**config.mk**
```make
export PLATFORM = sky130hd
export DESIGN_NAME = decode_stage
export DESIGN_NICKNAME = d
export VERILOG_FILES = /design/src/rtl/decode_pkg.sv /design/src/rtl/decode_ctrl.sv /design/src/rtl/decode_stage.sv
export SDC_FILE = /design/constraint.sdc
export NUM_CORES = 1
export LEC_CHECK = 0
export ABC_CLOCK_PERIOD_IN_PS = 3500
export BUFFER_PORTS_ARGS = -buffer_cell sky130_fd_sc_hd__buf_2
export CAP_MARGIN = 10
export CORE_MARGIN = 2
export CORE_UTILIZATION = 55
export DETAILED_ROUTE_END_ITERATION = 8
export HOLD_SLACK_MARGIN = 0.15
export PLACE_DENSITY = 0.76
export SETUP_SLACK_MARGIN = 0.05
export SLEW_MARGIN = 20
export SYNTH_ARGS = -nofsm -noshare
export SYNTH_HDL_FRONTEND = slang
export SYNTH_SLANG_ARGS = --single-unit
export TNS_END_PERCENT = 1
```
**constraint.sdc**
```tcl
create_clock -name i_clk -period 3.5 [get_ports i_clk]
set_input_delay 0.35 -clock i_clk [delete_from_list [all_inputs] [get_ports i_clk]]
set_output_delay 0.35 -clock i_clk [all_outputs]
set_load 0.005 [all_outputs]
```
**src/rtl/decode_pkg.sv**
```systemverilog
// Shared RV32I decode definitions: opcodes, immediate formats and the control bundle.
package decode_pkg;

  localparam logic [6:0] OP_R         = 7'b0110011;
  localparam logic [6:0] OP_IMM_ARITH = 7'b0010011;
  localparam logic [6:0] OP_LOAD      = 7'b0000011;
  localparam logic [6:0] OP_STORE     = 7'b0100011;
  localparam logic [6:0] OP_BRANCH    = 7'b1100011;
  localparam logic [6:0] OP_JAL       = 7'b1101111;
  localparam logic [6:0] OP_JALR      = 7'b1100111;
  localparam logic [6:0] OP_LUI       = 7'b0110111;
  localparam logic [6:0] OP_AUIPC     = 7'b0010111;
  localparam logic [6:0] OP_SYSTEM    = 7'b1110011;

  // One-hot immediate format
  localparam logic [5:0] FMT_R = 6'b000001;
  localparam logic [5:0] FMT_I = 6'b000010;
  localparam logic [5:0] FMT_S = 6'b000100;
  localparam logic [5:0] FMT_B = 6'b001000;
  localparam logic [5:0] FMT_U = 6'b010000;
  localparam logic [5:0] FMT_J = 6'b100000;

  typedef struct packed {
    logic [5:0] fmt;
    logic       is_load;
    logic       is_store;
    logic       is_branch;
    logic       is_jal;
    logic       is_jalr;
    logic       is_lui;
    logic       is_auipc;
    logic       is_system;
    logic       imm_alu;
    logic       reg_write;
    logic [2:0] alu_opsel;
    logic       alu_sub;
    logic       alu_arith;
    logic       mem_word;
    logic       mem_half;
    logic       mem_unsigned;
  } decode_ctrl_t;

  localparam int unsigned CTRL_W = $bits(decode_ctrl_t);

endpackage

```
**src/rtl/decode_ctrl.sv**
```systemverilog
// Combinational RV32I instruction decoder: control bundle, immediate and operand usage.
module decode_ctrl
  import decode_pkg::*;
(
  input  logic [31:0]  instr,
  output decode_ctrl_t ctrl,
  output logic [31:0]  imm,
  output logic         illegal,
  output logic         is_load,
  output logic         uses_rs1,
  output logic         uses_rs2
);

  logic [2:0] funct3;
  logic       fmt_r, fmt_s, fmt_b, fmt_u, fmt_j;

  always_comb begin
    ctrl    = '0;
    imm     = '0;
    illegal = 1'b0;
    funct3  = instr[14:12];

    case (instr[6:0])
      OP_R:         ctrl.fmt = FMT_R;
      OP_IMM_ARITH: ctrl.fmt = FMT_I;
      OP_LOAD:      begin ctrl.fmt = FMT_I; ctrl.is_load   = 1'b1; end
      OP_STORE:     begin ctrl.fmt = FMT_S; ctrl.is_store  = 1'b1; end
      OP_BRANCH:    begin ctrl.fmt = FMT_B; ctrl.is_branch = 1'b1; end
      OP_JAL:       begin ctrl.fmt = FMT_J; ctrl.is_jal    = 1'b1; end
      OP_JALR:      begin ctrl.fmt = FMT_I; ctrl.is_jalr   = 1'b1; end
      OP_LUI:       begin ctrl.fmt = FMT_U; ctrl.is_lui    = 1'b1; end
      OP_AUIPC:     begin ctrl.fmt = FMT_U; ctrl.is_auipc  = 1'b1; end
      OP_SYSTEM:    begin ctrl.fmt = FMT_I; ctrl.is_system = 1'b1; end
      default:      illegal = 1'b1;
    endcase

    fmt_r = (ctrl.fmt == FMT_R);
    fmt_s = (ctrl.fmt == FMT_S);
    fmt_b = (ctrl.fmt == FMT_B);
    fmt_u = (ctrl.fmt == FMT_U);
    fmt_j = (ctrl.fmt == FMT_J);

    ctrl.imm_alu      = !(fmt_r || fmt_b);
    ctrl.reg_write    = !(fmt_s || fmt_b);
    ctrl.alu_opsel    = (fmt_r || instr[6:0] == OP_IMM_ARITH) ? funct3 : 3'b000;
    ctrl.alu_sub      = fmt_r & instr[30];
    ctrl.alu_arith    = instr[30];
    ctrl.mem_word     = funct3[1];
    ctrl.mem_half     = funct3[0];
    ctrl.mem_unsigned = ctrl.is_load & funct3[2];

    // Sign-extended immediate per format
    case (ctrl.fmt)
      FMT_I:   imm = {{20{instr[31]}}, instr[31:20]};
      FMT_S:   imm = {{20{instr[31]}}, instr[31:25], instr[11:7]};
      FMT_B:   imm = {{19{instr[31]}}, instr[31], instr[7], instr[30:25], instr[11:8], 1'b0};
      FMT_U:   imm = {instr[31:12], 12'b0};
      FMT_J:   imm = {{11{instr[31]}}, instr[31], instr[19:12], instr[20], instr[30:21], 1'b0};
      default: imm = '0;
    endcase

    is_load  = ctrl.is_load;
    uses_rs1 = !illegal && !(fmt_u || fmt_j);
    uses_rs2 = fmt_r || fmt_s || fmt_b;
  end

endmodule

```
**src/rtl/decode_stage.sv**
```systemverilog
// RV32I decode stage: instruction queue, load-use interlock, trap/halt and registered output slot.
module decode_stage
  import decode_pkg::*;
#(
  parameter int unsigned DEPTH          = 4,
  parameter int unsigned XLEN           = 32,
  parameter bit          LOAD_USE_STALL = 1'b1
) (
  input  logic            i_clk,
  input  logic            i_rst,
  input  logic            i_valid,
  output logic            o_ready,
  input  logic [31:0]     i_instr,
  input  logic [XLEN-1:0] i_pc,
  input  logic            i_flush,
  output logic            o_valid,
  input  logic            i_ready,
  output decode_ctrl_t    o_ctrl,
  output logic [31:0]     o_imm,
  output logic [XLEN-1:0] o_pc,
  output logic [XLEN-1:0] o_pc_plus4,
  output logic [4:0]      o_rs1,
  output logic [4:0]      o_rs2,
  output logic [4:0]      o_rd,
  output logic            o_trap,
  output logic            o_halted
);

  localparam int unsigned PTR_W = $clog2(DEPTH);
  localparam int unsigned CNT_W = $clog2(DEPTH + 1);

  logic [31:0]      instr_q [DEPTH];
  logic [XLEN-1:0]  pc_q    [DEPTH];
  logic [PTR_W-1:0] wr_ptr, rd_ptr;
  logic [CNT_W-1:0] count;

  logic             halt_seen;
  logic             pend_vld;
  logic [4:0]       pend_rd;

  logic [31:0]      head_instr;
  logic [XLEN-1:0]  head_pc;
  logic [4:0]       head_rs1, head_rs2, head_rd;

  decode_ctrl_t     dec_ctrl;
  logic [31:0]      dec_imm;
  logic             dec_illegal, dec_load, dec_rs1, dec_rs2;

  logic             empty, full, slot_free, hazard, can_take, issue, enq, deq;

  assign head_instr = instr_q[rd_ptr];
  assign head_pc    = pc_q[rd_ptr];
  assign head_rs1   = head_instr[19:15];
  assign head_rs2   = head_instr[24:20];
  assign head_rd    = head_instr[11:7];

  decode_ctrl u_decode_ctrl (
    .instr    (head_instr),
    .ctrl     (dec_ctrl),
    .imm      (dec_imm),
    .illegal  (dec_illegal),
    .is_load  (dec_load),
    .uses_rs1 (dec_rs1),
    .uses_rs2 (dec_rs2)
  );

  assign empty     = (count == '0);
  assign full      = (count == CNT_W'(DEPTH));
  assign o_ready   = !full && !halt_seen && !o_trap;
  assign slot_free = !o_valid || i_ready;

  // x0 never becomes pending, so x0 consumers never match
  assign hazard    = LOAD_USE_STALL && pend_vld &&
                     ((dec_rs1 && head_rs1 == pend_rd) || (dec_rs2 && head_rs2 == pend_rd));
  assign can_take  = !empty && slot_free && !dec_illegal && !o_trap && !halt_seen;
  assign issue     = can_take && !hazard;
  assign enq       = i_valid && o_ready && !i_flush;
  assign deq       = issue && !i_flush;

  // Queue storage carries no reset; validity is tracked by count
  always_ff @(posedge i_clk) begin
    if (enq) begin
      instr_q[wr_ptr] <= i_instr;
      pc_q[wr_ptr]    <= i_pc;
    end
  end

  always_ff @(posedge i_clk or negedge i_rst) begin
    if (!i_rst) begin
      wr_ptr <= '0;
      rd_ptr <= '0;
      count  <= '0;
    end else if (i_flush) begin
      wr_ptr <= '0;
      rd_ptr <= '0;
      count  <= '0;
    end else begin
      if (enq) wr_ptr <= wr_ptr + PTR_W'(1);
      if (deq) rd_ptr <= rd_ptr + PTR_W'(1);
      case ({enq, deq})
        2'b10:   count <= count + CNT_W'(1);
        2'b01:   count <= count - CNT_W'(1);
        default: count <= count;
      endcase
    end
  end

  // Hazard tracking, sticky trap and halt
  always_ff @(posedge i_clk or negedge i_rst) begin
    if (!i_rst) begin
      pend_vld  <= 1'b0;
      pend_rd   <= '0;
      o_trap    <= 1'b0;
      halt_seen <= 1'b0;
      o_halted  <= 1'b0;
    end else if (i_flush) begin
      pend_vld  <= 1'b0;
      o_trap    <= 1'b0;
    end else begin
      if (can_take) begin
        pend_vld <= LOAD_USE_STALL && issue && dec_load && (head_rd != 5'd0);
        pend_rd  <= head_rd;
      end
      if (!empty && dec_illegal && !halt_seen) o_trap <= 1'b1;
      if (issue && dec_ctrl.is_system) halt_seen <= 1'b1;
      if (o_valid && i_ready && o_ctrl.is_system) o_halted <= 1'b1;
    end
  end

  // Output slot: loads on issue, empties on accept, otherwise holds
  always_ff @(posedge i_clk or negedge i_rst) begin
    if (!i_rst) begin
      o_valid    <= 1'b0;
      o_ctrl     <= '0;
      o_imm      <= '0;
      o_pc       <= '0;
      o_pc_plus4 <= '0;
      o_rs1      <= '0;
      o_rs2      <= '0;
      o_rd       <= '0;
    end else if (i_flush) begin
      o_valid    <= 1'b0;
    end else if (issue) begin
      o_valid    <= 1'b1;
      o_ctrl     <= dec_ctrl;
      o_imm      <= dec_imm;
      o_pc       <= head_pc;
      o_pc_plus4 <= head_pc + XLEN'(4);
      o_rs1      <= head_rs1;
      o_rs2      <= head_rs2;
      o_rd       <= head_rd;
    end else if (i_ready) begin
      o_valid    <= 1'b0;
    end
  end

endmodule

```
# ---- Word level (Yosys, flattened, before mapping)
# Memory sizes are Yosys's and may differ from the RTL's.
# Index checks and enable logic that the tools add are counted.
dict set report classes {
  eq_ne 21
  n_addsub 5
  n_bitwise 3
  n_reduce_logical 54
  muxes 27
}
# op count
set ops {}
lappend ops {{$pmux 32 s5} 1}
lappend ops {{$pmux 6 s6} 1}
lappend ops {{$add 32x3->32 const B} 1}
lappend ops {{$eq 7x7->1 const B} 4}
lappend ops {{$eq 7x6->1 const B} 3}
lappend ops {{$logic_and 1x1->1} 21}
lappend ops {{$mux 1} 18}
lappend ops {{$eq 7x5->1 const B} 2}
lappend ops {{$eq 5x5->1} 2}
lappend ops {{$logic_not 1->1} 10}
lappend ops {{$reduce_or 10->1} 1}
lappend ops {{$logic_or 1x1->1} 8}
lappend ops {{$mux 2} 4}
lappend ops {{$reduce_and 2->1} 4}
lappend ops {{$reduce_bool 2->1} 4}
lappend ops {{$eq 7x2->1 const B} 1}
lappend ops {{$eq 6x1->1 const B} 1}
lappend ops {{$eq 6x2->1 const B} 1}
lappend ops {{$eq 6x3->1 const B} 1}
lappend ops {{$eq 6x4->1 const B} 1}
lappend ops {{$eq 6x5->1 const B} 1}
lappend ops {{$eq 6x6->1 const B} 1}
lappend ops {{$mux 3} 2}
lappend ops {{$pmux 3 s2} 1}
lappend ops {{13 further kinds} 16}
dict set report word_totals {
  inputBits 69
  memories 2
  word_cells 144
  regBits 152
  ramBits 256
}
# name depth width rd rd_ports_with_merged_regs write_ports line_no
set memory_table {}
lappend memory_table {instr_q 4 32 1 0 1 decode_stage.sv:32} ;# logic [31:0] instr_q [DEPTH];
lappend memory_table {pc_q 4 32 1 0 1 decode_stage.sv:33} ;# logic [XLEN-1:0] pc_q [DEPTH];

# ---- Depth between registers and ports, before layout
# Gate-level depths: netlist of the first run.
# An unclocked memory read counts as a cell.
dict set report logic_depth {
  depth_word 17
  depth_mapped 13
  depth_no_buf 11
}

# ---- By module
# A second synthesis of the first run with hierarchy kept.
dict set report unflattened {
  hier_cells 1173
  area_unflattened_um2 16599.7
}
# mod n_inst area_per_inst_um2 cells_each
set by_module_without_submodules {}
lappend by_module_without_submodules {decode_stage 1 15887.7 1068}
lappend by_module_without_submodules {decode_ctrl 1 711.9 105}

# ---- Worst setup path after synthesis of the first run
# No wires, ideal clock.
dict set report synth_timing {
  path_type {flip-flop to flip-flop}
  start {register count[0]}
  end {memory instr_q[0][0], enable pin}
  stages_incl_launch_ff 6
  required_time_ns 3.071
  arrival_time_ns 2.805
  period_less_slack_ns 3.234
  slack_ns 0.266
  cell_sequence {dfrtp_1 -> nor2_1 -> a211oi_1 -> and2_1 -> clkbuf_1 -> and3_1}
}
dict set report synth_via {
  elab_chain_len 8
}
# element line_no
set synth_rtl {}
lappend synth_rtl {{from (decl)} decode_stage.sv:35} ;# logic [CNT_W-1:0] count;
lappend synth_rtl {{from (signal assigned)} decode_stage.sv:101} ;# 2'b10: count <= count + CNT_W'(1);
lappend synth_rtl {{from (signal assigned)} decode_stage.sv:102} ;# 2'b01: count <= count - CNT_W'(1);
lappend synth_rtl {{from (signal assigned)} decode_stage.sv:103} ;# default: count <= count;
lappend synth_rtl {{$eq 3x3->1} decode_stage.sv:68} ;# assign full = (count == CNT_W'(DEPTH));
lappend synth_rtl {{$logic_not 1->1} decode_stage.sv:69} ;# assign o_ready = !full && !halt_seen && !o_trap;
lappend synth_rtl {{$logic_and 1x1->1 (2 in series)} decode_stage.sv:69}
lappend synth_rtl {{via o_ready} decode_stage.sv:12} ;# output logic o_ready,
lappend synth_rtl {{$logic_and 1x1->1 (2 in series)} decode_stage.sv:77} ;# assign enq = i_valid && o_ready && !i_flush;
lappend synth_rtl {{$mux 1} decode_stage.sv:82} ;# if (enq) begin
lappend synth_rtl {{$mux 1 (implied by the code)} decode_stage.sv:83} ;# instr_q[wr_ptr] <= i_instr;
lappend synth_rtl {{to (decl)} decode_stage.sv:32}
# The timed path passes the listed nets, and every way through them passes these cells.

# ---- Final worst setup path of the first run
dict set report layout_timing {
  start {register rd_ptr[0]}
  end {register count[2]}
}
dict set report layout_via {
  elab_chain_len 17
  word_cells_on_any_way 42
  classes_between {eq/ne (19); mux (3); reduce/logical (19); memory (1)}
}
# element line_no
set layout_rtl {}
lappend layout_rtl {{from (decl)} decode_stage.sv:34} ;# logic [PTR_W-1:0] wr_ptr, rd_ptr;
lappend layout_rtl {{from (signal assigned)} decode_stage.sv:99} ;# if (deq) rd_ptr <= rd_ptr + PTR_W'(1);
lappend layout_rtl {{$mem_v2 4x32 (*)} -}
lappend layout_rtl {{$eq 7x2->1, or another cell as far along} decode_ctrl.sv:23} ;# case (instr[6:0])
lappend layout_rtl {{$reduce_or 4->1 (no source line) or $reduce_or 2->1 (tied branches)} -}
lappend layout_rtl {{$pmux 6 s6} decode_ctrl.sv:23}
lappend layout_rtl {{$eq 6x5->1 or $eq 6x6->1 (tied branches)} {decode_ctrl.sv:40, decode_ctrl.sv:41}}
lappend layout_rtl {{$logic_or 1x1->1} decode_ctrl.sv:63} ;# uses_rs1 = !illegal && !(fmt_u || fmt_j);
lappend layout_rtl {{$logic_not 1->1} decode_ctrl.sv:63}
lappend layout_rtl {{$logic_and 1x1->1} decode_ctrl.sv:63}
lappend layout_rtl {{$logic_and 1x1->1} decode_stage.sv:74} ;# ((dec_rs1 && head_rs1 == pend_rd) || (dec_rs2 && head_rs2 == pend_rd));
lappend layout_rtl {{$logic_or 1x1->1} decode_stage.sv:74}
lappend layout_rtl {{$logic_and 1x1->1} decode_stage.sv:73} ;# assign hazard = LOAD_USE_STALL && pend_vld &&
lappend layout_rtl {{$logic_not 1->1} decode_stage.sv:76} ;# assign issue = can_take && !hazard;
lappend layout_rtl {{$logic_and 1x1->1 (*)} decode_stage.sv:76}
lappend layout_rtl {{$logic_and 1x1->1 (*)} decode_stage.sv:78} ;# assign deq = issue && !i_flush;
lappend layout_rtl {{$eq 2x1->1 or $eq 2x2->1 (tied branches)} decode_stage.sv:100} ;# case ({enq, deq})
lappend layout_rtl {{$pmux 3 s2} decode_stage.sv:100}
lappend layout_rtl {{$mux 3} decode_stage.sv:93} ;# end else if (i_flush) begin
# Mark *: on every way between the ends. The rest lies on a longest branch, timed or not.
# A chain may end at the register's enable or synchronous reset.

==> results of run 1 <==
-- synthesized netlist by cell type (8+ instances only) --
cell / count / area (µm²)
a21o_1: 10 / 75.07
a21oi_1: 22 / 110.1
and2_1: 8 / 50.05
buf_2: 14 / 70.07
buf_4: 13 / 97.59
clkbuf_1: 15 / 56.30
dfrtp_1: 149 / 3729
edfxtp_1: 256 / 7687
inv_1: 19 / 71.32
mux2_2: 58 / 653.1
mux4_1: 22 / 578.1
mux4_2: 42 / 945.9
nand2_1: 102 / 382.9
nand4_1: 10 / 62.56
nor2_1: 29 / 108.9
nor3_1: 15 / 75.07
o21ai_0: 67 / 335.3
xnor2_1: 33 / 289.0
xor2_1: 8 / 70.07
-- final timing paths --
path	from	end	slack, ns	depth (start not counted)
setup / recovery	rd_ptr[0]$_DFFE_PN0P_	count[2]$_DFFE_PN0P_	0.20	12
hold / removal	i_flush	o_trap$_DFFE_PN0P_	0.19	2
setup reg to reg	rd_ptr[0]$_DFFE_PN0P_	count[2]$_DFFE_PN0P_	0.20	12
hold reg to reg	o_ctrl[9]$_DFFE_PN0P_	o_ctrl[9]$_DFFE_PN0P_	0.48	2
max in group asynchronous	i_rst	o_pc_plus4[9]$_DFFE_PN0P_	2.14	3
min in group asynchronous	i_rst	o_rs2[3]$_DFFE_PN0P_	0.40	2
-- per-stage QoR --
stage / cell area [µm²] / total power, W / setup WS (ns) / hold slack (ns)
detailed placement: 17870 / 0.007447 / 0.1225 / 0.3934
global route: 19820 / 0.01193 / 0.02898 / 0.1990
finish: 19820 / 0.01147 / 0.1988 / 0.1883
CTS: 19770 / 0.01155 / 0.05172 / 0.1663
global placement: 17870 / 0.007387 / 0.1634 / 0.3851
floorplan: 16180 / 0.006661 / 0.2660 / 0.05441
-- power by group through the flow --
stage          registers (W)  clock network, W  logic (W)
6_report             0.00591           0.00404    0.00152
5_1_grt              0.00596           0.00430    0.00167
3_3_place_gp         0.00598                 0    0.00140
2_1_floorplan        0.00599                 0   0.000675
3_5_place_dp         0.00600                 0    0.00145
4_1_cts              0.00592           0.00411    0.00152
-- kinds of logic (layout without fill, tap and decap cells) --
| family | after synthesis | after routing | share of synthesized area, % |
|---|---|---|---|
| and+or+nand+nor | 206 | 206 | 6.017 |
| AOI/OAI and AO/OA | 131 | 131 | 4.733 |
| muxes | 123 | 123 | 13.52 |
| adders and majority gates | 6 | 6 | 0.5104 |
| DFF | 405 | 405 | 70.56 |
| xor gates and xnor gates | 41 | 41 | 2.220 |
| buffers and inverters | 69 | 418 | 2.436 |
-- metal layers --
layer | track usage, % | up-vias
met5 | 0 | -
met4 | 6.784 | 0
met3 | 4.545 | 71
met2 | 40.32 | 363
met1 | 32.82 | 4975
li1 | - | 4362
-- worst register-to-register path: stages, from the launching register on --
cell and delay (ns):
dfrtp_4 0.45, buf_12 0.14, mux4_1 0.61, xnor2_1 0.17
nand4_1 0.18, or4_4 0.49, nand4_1 0.14, nor2_1 0.07
fa_1 0.39, nor2_1 0.12, nand4_1 0.13, and3b_1 0.21
nor3_2 0.14
-- what timing repair did --
item	4_1_cts	5_1_grt
endpoints found under the setup margin	0	42
buffers inserted	0	5
endpoints found under the hold margin	322	0
hold buffers	66	0
resized for setup	0	8
-- flip-flops by register name (all words and copies together), names as in the netlist, 3 cells and up --
signal	cells
o_imm	32
o_pc_plus4	30
pc_q	128
instr_q	128
pend_rd	5
count	3
o_ctrl	23
o_rs1	5
o_rd	5
o_rs2	5
o_pc	32
-- placed cells by master (no fill, tap or decap), types with 4 or more instances in the layout --
cell,count
clkbuf_16,41
buf_4,40
xor2_1,8
nor4_1,5
buf_12,10
ha_1,5
a21oi_1,22
xnor2_1,33
and3_4,4
nor3_1,14
o21ai_1,4
mux4_2,45
dlygate4sd3_1,66
dfrtp_1,147
a21o_1,10
o21ai_0,67
clkbuf_8,6
nor2_1,28
o31ai_1,4
edfxtp_1,256
nor3b_1,4
nand4_1,10
clkbuf_1,17
inv_1,19
nand2_1,102
a22oi_1,7
and2_1,8
mux4_1,19
clkinv_2,4
buf_2,206
a211oi_1,6
mux2_2,58
nand3_1,6
-- area by class of cell --
cell class              count  area share, %
multi-input cells         507          22.17
repair buffers            324          11.17
well taps                 384          2.424
flip-flops and latches    405          57.62
clock inverters            11         0.3408
clock buffers              64          5.914
inverters                  19         0.3598
==> run metrics, run 1 <==
Sink Count=405; Hold Crit Class=in -> reg; largest net degree at the start of global routing=85; Comb power frac=13.2%; RSZ-0062 raised after global routing=no; CP Launch Type=flop; Die ar.=0.03080 mm²; EDFF count, synth=256; Num CTS Buffers=41; maximum VDD drop=0.0003881 V; layout cells sized above 1=32.78%; sw frac=24.17%; Slew Viols, Final=0; Area Overhead vs Synth=22.53%; fillers=1991; crit path DAT=between 3 and 4 ns; clock root buffer=clkbuf_16; Tightest Pin Transition=0.7288 ns; RD Place Congestion=0.8449; critical path required time=3.95 ns; Routed Antenna Nets=0; total track usage=between 20% and 30%; Crit path largest cell delay=a little over 0.6 ns; endpoints failing hold=0; # rows=between 60 and 70; Post-Route WL=approximately 37000 µm; final core utilization=between 60% and 70%; Pleak=7.969 nW; I/O Pins=208; Relative slew margins=50.97%; Max Cap Violations=0; Clk pwr share=35.2%; first-pass GRT wire length=56680 µm; Die Y=175.5 µm; starting density of the core=56.06%; synthesis-stage register bit count=slightly above 400; final period utilization=94.32%; DRT iter0 DRCs=1014; TritonCTS clock tree=done; WL met3=2585 µm; upper clock frequency limit=302.9 MHz; Setup crit end kind=flop; status=completed; Synth Instances=roughly 1000; Skew-Pair Late Insertion Delay=0.53 ns; aggregate global routing overflow=0; WL met1=~15000 µm; multi-input logic area=0.004395 mm²; Top FF cell, synth=edfxtp_1; Layout Cells excl Fill=roughly 1.7k; vias in the first global route=9974; DR WL met2=approximately 18000 µm; Seq pwr share=51.5%; area of the mapped netlist=~0.016 mm²; CTS H-tree depth=2; clock tree buffer depth=3; CP Cell Sequence=buf_12 > mux4_1 > xnor2_1 > nand4_1 > or4_4 > nand4_1 > nor2_1 > fa_1 > nor2_1 > nand4_1 > and3b_1 > nor3_2; Tmin final=~3.3 ns; Critical path buffers and inverters=1; core area=0.02886 mm²; Synth async-reset ratio=36.79%; DRT Pass-1 Iters=5; Net Count, Synth=between 1k and 1.5k; most numerous cell on the critical path=nand4_1; Top Metal Used=met4; yosys warns=0; Pint=0.008697 W; die extent in x=175.5 µm; slowest cell on the critical path=mux4_1; Port Buffers=about 210; placed cells=1568; total negative slack=0 ns; number of diodes=0; initial antenna violation count=0; DP HPWL=24330 µm; Setup Skew=0.01516 ns; Top Family by Delay on Critical Path=simple AND/OR/NAND/NOR gates; Setup Crit Path Kind=reg -> reg; Seq/Total Area, Yosys=70.56%; nets=roughly 1.4k; power density cells=578.6 mW/mm²; Storage cell area=0.01142 mm²; Avg WL per Cell=21.49 µm; Mean Syn Cell Area=around 16 µm²; final routed DRC violation total=0; vias post-DR=9771; synth unique cells=54; switching power=0.002772 W; vias per cell=around 5.7; Reg clk slew, reported paths=approximately 0.060 ns; crit path max fanout=7; final setup fails=0
Power figures use the tool's default switching activity.
==> run 2: changes to the inputs <==
--- a/config.mk
+++ b/config.mk
@@ -9,10 +9,10 @@
 export BUFFER_PORTS_ARGS = -buffer_cell sky130_fd_sc_hd__buf_2
 export CAP_MARGIN = 10
 export CORE_MARGIN = 2
-export CORE_UTILIZATION = 55
+export CORE_UTILIZATION = 34
+export CTS_CLUSTER_DIAMETER = 100
 export DETAILED_ROUTE_END_ITERATION = 8
 export HOLD_SLACK_MARGIN = 0.15
-export PLACE_DENSITY = 0.76
 export SETUP_SLACK_MARGIN = 0.05
 export SLEW_MARGIN = 20
 export SYNTH_ARGS = -nofsm -noshare
==> run 2 against run 1 <==
Sequential share of layout area decreased by 1.6 points. Largest cell class unchanged. Sequential cell count unchanged. Clock-buffer cell count increased by 1.
==> run metrics, run 2 (synthesis gave the netlist of run 1 again) <==
status=completed; critical path required time=roughly 3.9 ns; Reg clk slew, reported paths=0.06 ns; Port Buffers=207; layout cells sized above 1=33.43%; Num CTS Buffers=44; Tot Pwr=0.01200 W; Layout Cells excl Fill=1954; Tmin final=3.286 ns; clock root buffer=clkbuf_16; Setup Crit Path Kind=reg -> reg; DRT iter0 DRCs=just under 600; largest net degree at the start of global routing=102; commonest non-fill, non-tap cell in the layout=edfxtp_1; CP Launch Type=flop; vias in the first global route=between 10k and 15k; Pleak=about 8.1 nW; Routed Antenna Nets=0; upper clock frequency limit=304.4 MHz; biggest regs=instr_q (128), pc_q (128); Setup crit end kind=flop; core area=0.04675 mm²; Max Cap Violations=0; Setup Skew=0.01475 ns; placed cells=~1.8k; Worst Reg-to-Reg Cells=10; crit path DAT=~3.7 ns; total track usage=approximately 17%; Die Y=approximately 220 µm; aggregate global routing overflow=0; Pint=approximately 0.0091 W; endpoints failing hold=0; RD Place Congestion=0.8327; final core utilization=43.61%; Die ar.=0.04934 mm²; die extent in x=222.1 µm; starting density of the core=34.60%; final routed DRC violation total=0; total negative slack=0 ns; sw frac=24.51%; I/O Pins=approximately 210; Comb power frac=13.0%; Post-Route WL=just over 40000 µm; post-route worst setup slack=0.2144 ns; Seq pwr share=49.5%; Tightest Pin Transition=between 0.7 and 0.8 ns; Area Overhead vs Synth=26.04%; Skew-Pair Late Insertion Delay=0.56 ns; nets=1387; power density cells=588.4 mW/mm²; Relative slew margins=between 40% and 50%; Slew Viols, Final=0; vias per cell=4.919; final period utilization=93.87%; first-pass GRT wire length=62220 µm; TritonCTS clock tree=done; Placement Setup Slack=0.08730 ns; RSZ-0062 raised after global routing=yes; final setup fails=0; Clk pwr share=roughly 38%; switching power=0.002940 W; DRT Pass-1 Iters=5; vias post-DR=9611; Avg WL per Cell=roughly 21 µm; DP HPWL=27770 µm; Hold Crit Class=in -> async; leading cell types in the layout, fill and taps excluded=256 x edfxtp_1, 206 x buf_2, 147 x dfrtp_1, 102 x nand2_1, 68 x dlygate4sd3_1; maximum VDD drop=0.0003910 V; initial antenna violation count=1; crit path max fanout=29; clock tree buffer depth=3; # rows=79; CTS H-tree depth=2; Sink Count=405
run 2: cell count changes in the layout (fill, tap and decap cells not counted), moves of 2 or more:
cell / change
buf_12: +2
clkbuf_1: -4
inv_6: -2
clkbuf_16: +4
bufinv_16: +2
dlygate4sd3_1: +2
buf_4: +6
clkinvlp_4: -2
clkinv_2: +4
run 2: metal layers:
layer / routed length [µm] / global-route usage (%)
met1: 17580 / 22.01
met4: 1057 / 5.558
met2: 19470 / 26.79
met3: 2850 / 4.731
met5: 0 / 0
run 2: timing repair:
item	CTS	global route
endpoints found under the setup margin	0	59
setup buffers	0	4
hold buffers	68	0
endpoints found under the hold margin	367	0
gates resized for setup	0	5
run 2: cell type report:
| type | count | area (µm²) |
|---|---|---|
| fill | 4226 | 26360 |
| sequential | 405 | 11420 |
| multi-input combinational | 507 | 4384 |
| timing repair buffer | 335 | 2351 |
| clock buffer | 65 | 1271 |
| tap | 607 | 759.5 |
| clock inverter | 15 | 127.6 |
| inverter | 19 | 71.32 |
| antenna | 1 | 2.502 |
run 2: through the flow:
stage               hold slack (ns)  area, µm²
floorplan                   0.05441      16180
global placement             0.4430      18240
detailed placement           0.4510      18240
CTS                          0.4658      20310
global route                 0.2481      20390
finish                       0.2390      20390
run 2: power by group through the flow:
stage / combinational [W] / sequential, W / clock, W
after floorplan: 0.000675 / 0.00599 / 0
after CTS: 0.00158 / 0.00595 / 0.00465
after global routing: 0.00173 / 0.00599 / 0.00481
final: 0.00156 / 0.00594 / 0.00451
after global placement: 0.00148 / 0.00602 / 0
after detailed placement: 0.00151 / 0.00603 / 0
run 2: critical path, cell delays in order (launching register included):
cell and delay, ns:
dfrtp_4 0.45, buf_12 0.14, mux4_1 0.64, nor2_2 0.18
nand2_2 0.07, or4_4 0.54, buf_4 0.16, nand4_1 0.15
buf_12 0.22, buf_12 0.20, mux2_2 0.35
run 2: worst paths after layout:
| kind | startpoint | endpoint | slack [ns] |
|---|---|---|---|
| min in group i_clk | o_halted$_DFFE_PN0P_ | o_halted$_DFFE_PN0P_ | 0.46 |
| min | i_rst | o_ctrl[22]$_DFFE_PN0P_ | 0.24 |
| max in group asynchronous | i_rst | o_pc_plus4[17]$_DFFE_PN0P_ | 2.24 |
| min reg2reg | o_halted$_DFFE_PN0P_ | o_halted$_DFFE_PN0P_ | 0.46 |
| max reg2reg | rd_ptr[0]$_DFFE_PN0P_ | o_pc_plus4[3]$_DFFE_PN0P_ | 0.21 |
| max | rd_ptr[0]$_DFFE_PN0P_ | o_pc_plus4[3]$_DFFE_PN0P_ | 0.21 |
==> run 3: changes to the inputs <==
--- a/config.mk
+++ b/config.mk
@@ -5,6 +5,7 @@
 export SDC_FILE = /design/constraint.sdc
 export NUM_CORES = 1
 export LEC_CHECK = 0
+export ABC_AREA = 1
 export ABC_CLOCK_PERIOD_IN_PS = 3500
 export BUFFER_PORTS_ARGS = -buffer_cell sky130_fd_sc_hd__buf_2
 export CAP_MARGIN = 10
==> run 3 against run 2 <==
Critical path type unchanged. Largest cell class unchanged. Sequential power decreased by 14%. Global-route usage rose by 1.5 points. Largest power group unchanged. Cell area is 2.0% higher. Via count grew 27%. Register-to-register slack better by 0.09 ns. Synthesized area rose by 3.6%. Final cell count rose by 28%. Worst hold slack gained 0.043 ns. Highest routed layer unchanged. Synthesized cell count increased by 55%.
==> run metrics, run 3 <==
status=completed; vias post-DR=12.16k; Tightest Pin Transition=between 0.8 and 0.9 ns; Storage cell area=0.01142 mm²; Seq/Total Area, Yosys=about two thirds; clock tree buffer depth=3; Num CTS Buffers=45; EDFF count, synth=256; vias in the first global route=12.15k; initial antenna violation count=3; ranking of synthesized cells by area=edfxtp_1 46%, dfrtp_1 22%, nand2_1 11%; clock root buffer=clkbuf_16; core area=0.04885 mm²; maximum VDD drop=0.0003318 V; Port Buffers=slightly above 200; Die ar.=0.05111 mm²; die extent in x=226.1 µm; sw frac=19.87%; yosys warns=0; Die Y=roughly 230 µm; Reg clk slew, reported paths=0.06 ns; biggest regs=instr_q (128), pc_q (128); top cells by count, synth=476 x nand2_1, 256 x edfxtp_1, 149 x dfrtp_1; RD Place Congestion=0.8468; Sink Count=405; Skew-Pair Late Insertion Delay=between 0.5 and 0.6 ns; critical path required time=3.97 ns; DRT Pass-1 Iters=5; leading cell types in the layout, fill and taps excluded=476 x nand2_1, 256 x edfxtp_1, 206 x buf_2, 148 x dfrtp_1, 94 x nand3_1; Top FF cell, synth=edfxtp_1; DRT iter0 DRCs=976; Net Count, Synth=1593; # rows=81; total track usage=around 18%; starting density of the core=between 30% and 40%; Seq pwr share=51.4%; Mean Syn Cell Area=11.05 µm²; upper clock frequency limit=between 300 and 400 MHz; CTS H-tree depth=2; Post-Route WL=46510 µm; layout cells sized above 1=a little under a fifth; Tmin final=3.199 ns; switching power=around 0.002 W; Synth top area share=45.85%; commonest non-fill, non-tap cell in the layout=nand2_1; area leader, netlist=edfxtp_1; synthesis-stage register bit count=405; Avg WL per Cell=18.53 µm; crit path max fanout=41; Comb power frac=2.0%; Relative slew margins=about two fifths; synth unique cells=50; placed cells=about 2.4k; aggregate global routing overflow=0; Pleak=9.213 nW; power density cells=477.6 mW/mm²; multi-input logic area=0.004684 mm²; I/O Pins=around 210; vias per cell=4.845; Layout Cells excl Fill=2510; final routed DRC violation total=0; Tot Pwr=around 0.01 W; RSZ-0062 raised after global routing=no; crit path DAT=~3.7 ns; post-CTS setup buffers=0; Clk pwr share=46.7%; Setup Skew=0.01496 ns; final core utilization=42.60%; nets=1881; first-pass GRT wire length=70860 µm; CP Launch Type=flop; TritonCTS clock tree=done; Synth Instances=1518; fillers=4671; most common cell in the netlist=nand2_1; area of the mapped netlist=0.01677 mm²; Max Cap Violations=0; Pint=0.007964 W; endpoints failing hold=0; Setup crit end kind=flop; largest net degree at the start of global routing=131; Setup Crit Path Kind=reg -> reg; Hold Crit Class=in -> reg; Area Overhead vs Synth=24.10%; Synth async-reset ratio=36.79%; final period utilization=91.39%; Routed Antenna Nets=0; Slew Viols, Final=0; DP HPWL=31030 µm; final setup fails=0
run 3: cell types whose count changed after synthesis, moves of 19 or more:
| cell | change |
|---|---|
| mux2_2 | -56 |
| a21oi_1 | +29 |
| mux4_2 | -42 |
| mux4_1 | -22 |
| xnor2_1 | -32 |
| o21ai_1 | +55 |
| buf_2 | +28 |
| nand3_1 | +88 |
| nor2_1 | +58 |
| nand2_1 | +374 |
| o21ai_0 | -19 |
| inv_1 | +47 |
run 3: per-stage QoR:
| stage | hold WS [ns] | setup TNS, ns | setup WS, ns | area, µm² |
|---|---|---|---|---|
| 6_report | 0.2818 | 0 | 0.3014 | 20810 |
| 5_1_grt | 0.2973 | 0 | 0.05860 | 20810 |
| 4_1_cts | 0.2411 | 0 | 0.3451 | 20790 |
| 3_5_place_dp | 0.4626 | 0 | 0.3578 | 18650 |
| 3_3_place_gp | 0.4590 | 0 | 0.3724 | 18650 |
| 2_1_floorplan | 0.05441 | -210.52 | -0.8223 | 16770 |
run 3: metal layers:
metal | part of all wire [%] | track usage (%)
met4 | 2.1 | 5.093
met2 | 48 | 30.99
met5 | 0 | 0
met1 | 44 | 24.26
met3 | 5.4 | 2.849
run 3: area by class of cell:
class	count	share of cell area, %
Clock inverter	9	0.3548
Inverter	72	1.317
Antenna cell	3	0.03608
Tap cell	664	3.993
Clock buffer	75	6.686
Timing Repair Buffer	315	10.22
Multi-Input combinational cell	967	22.51
Sequential cell	405	54.88
run 3: timing repair:
item / in CTS / in global routing
resized for setup: 0 / 2
hold buffers: 67 / 0
hold endpoints to repair: 359 / 0
endpoints found under the setup margin: 0 / 1
run 3: power by group through the flow:
stage	sequential, W	combinational (W)	clock [W]
6_report	0.00510	0.000197	0.00464
5_1_grt	0.00510	0.000221	0.00493
4_1_cts	0.00510	0.000201	0.00473
3_5_place_dp	0.00520	0.000134	0
3_3_place_gp	0.00520	0.000127	0
2_1_floorplan	0.00520	0.0000181	0
run 3: cell families (layout without fill, tap and decap cells):
family | Yosys count | after routing | share of synthesized area (%)
fa+ha+maj | 6 | 6 | 0.4925
buf+inv | 146 | 471 | 4.253
flops | 405 | 405 | 68.08
xor+xnor | 27 | 27 | 1.410
mux | 2 | 2 | 0.1343
simple gates | 702 | 702 | 17.39
other cells | 0 | 3 | 0
compound gates | 230 | 230 | 8.238
run 3: worst paths after layout:
check	start	end	slack, ns	cells after the start
setup reg to reg	rd_ptr[0]$_DFFE_PN0P_	o_pc_plus4[21]$_DFFE_PN0P_	0.30	12
max in group asynchronous	i_rst	o_pc_plus4[10]$_DFFE_PN0P_	2.21	3
hold / removal	i_valid	wr_ptr[1]$_DFFE_PN0P_	0.28	4
hold reg to reg	o_imm[24]$_DFFE_PN0P_	o_imm[24]$_DFFE_PN0P_	0.47	1
setup / recovery	rd_ptr[0]$_DFFE_PN0P_	o_pc_plus4[21]$_DFFE_PN0P_	0.30	12
min in group asynchronous	i_rst	o_imm[22]$_DFFE_PN0P_	0.48	2
run 3: worst max-delay path: stages (launching register included):
cell	delay, ns
dfrtp_4	0.51
inv_4	0.21
buf_4	0.47
nand2_1	0.11
a32oi_1	0.37
inv_1	0.16
nor2_1	0.24
nand3_1	0.16
nor2_1	0.25
nand4_1	0.24
xor2_1	0.20
nand2_1	0.07
nand2_1	0.05
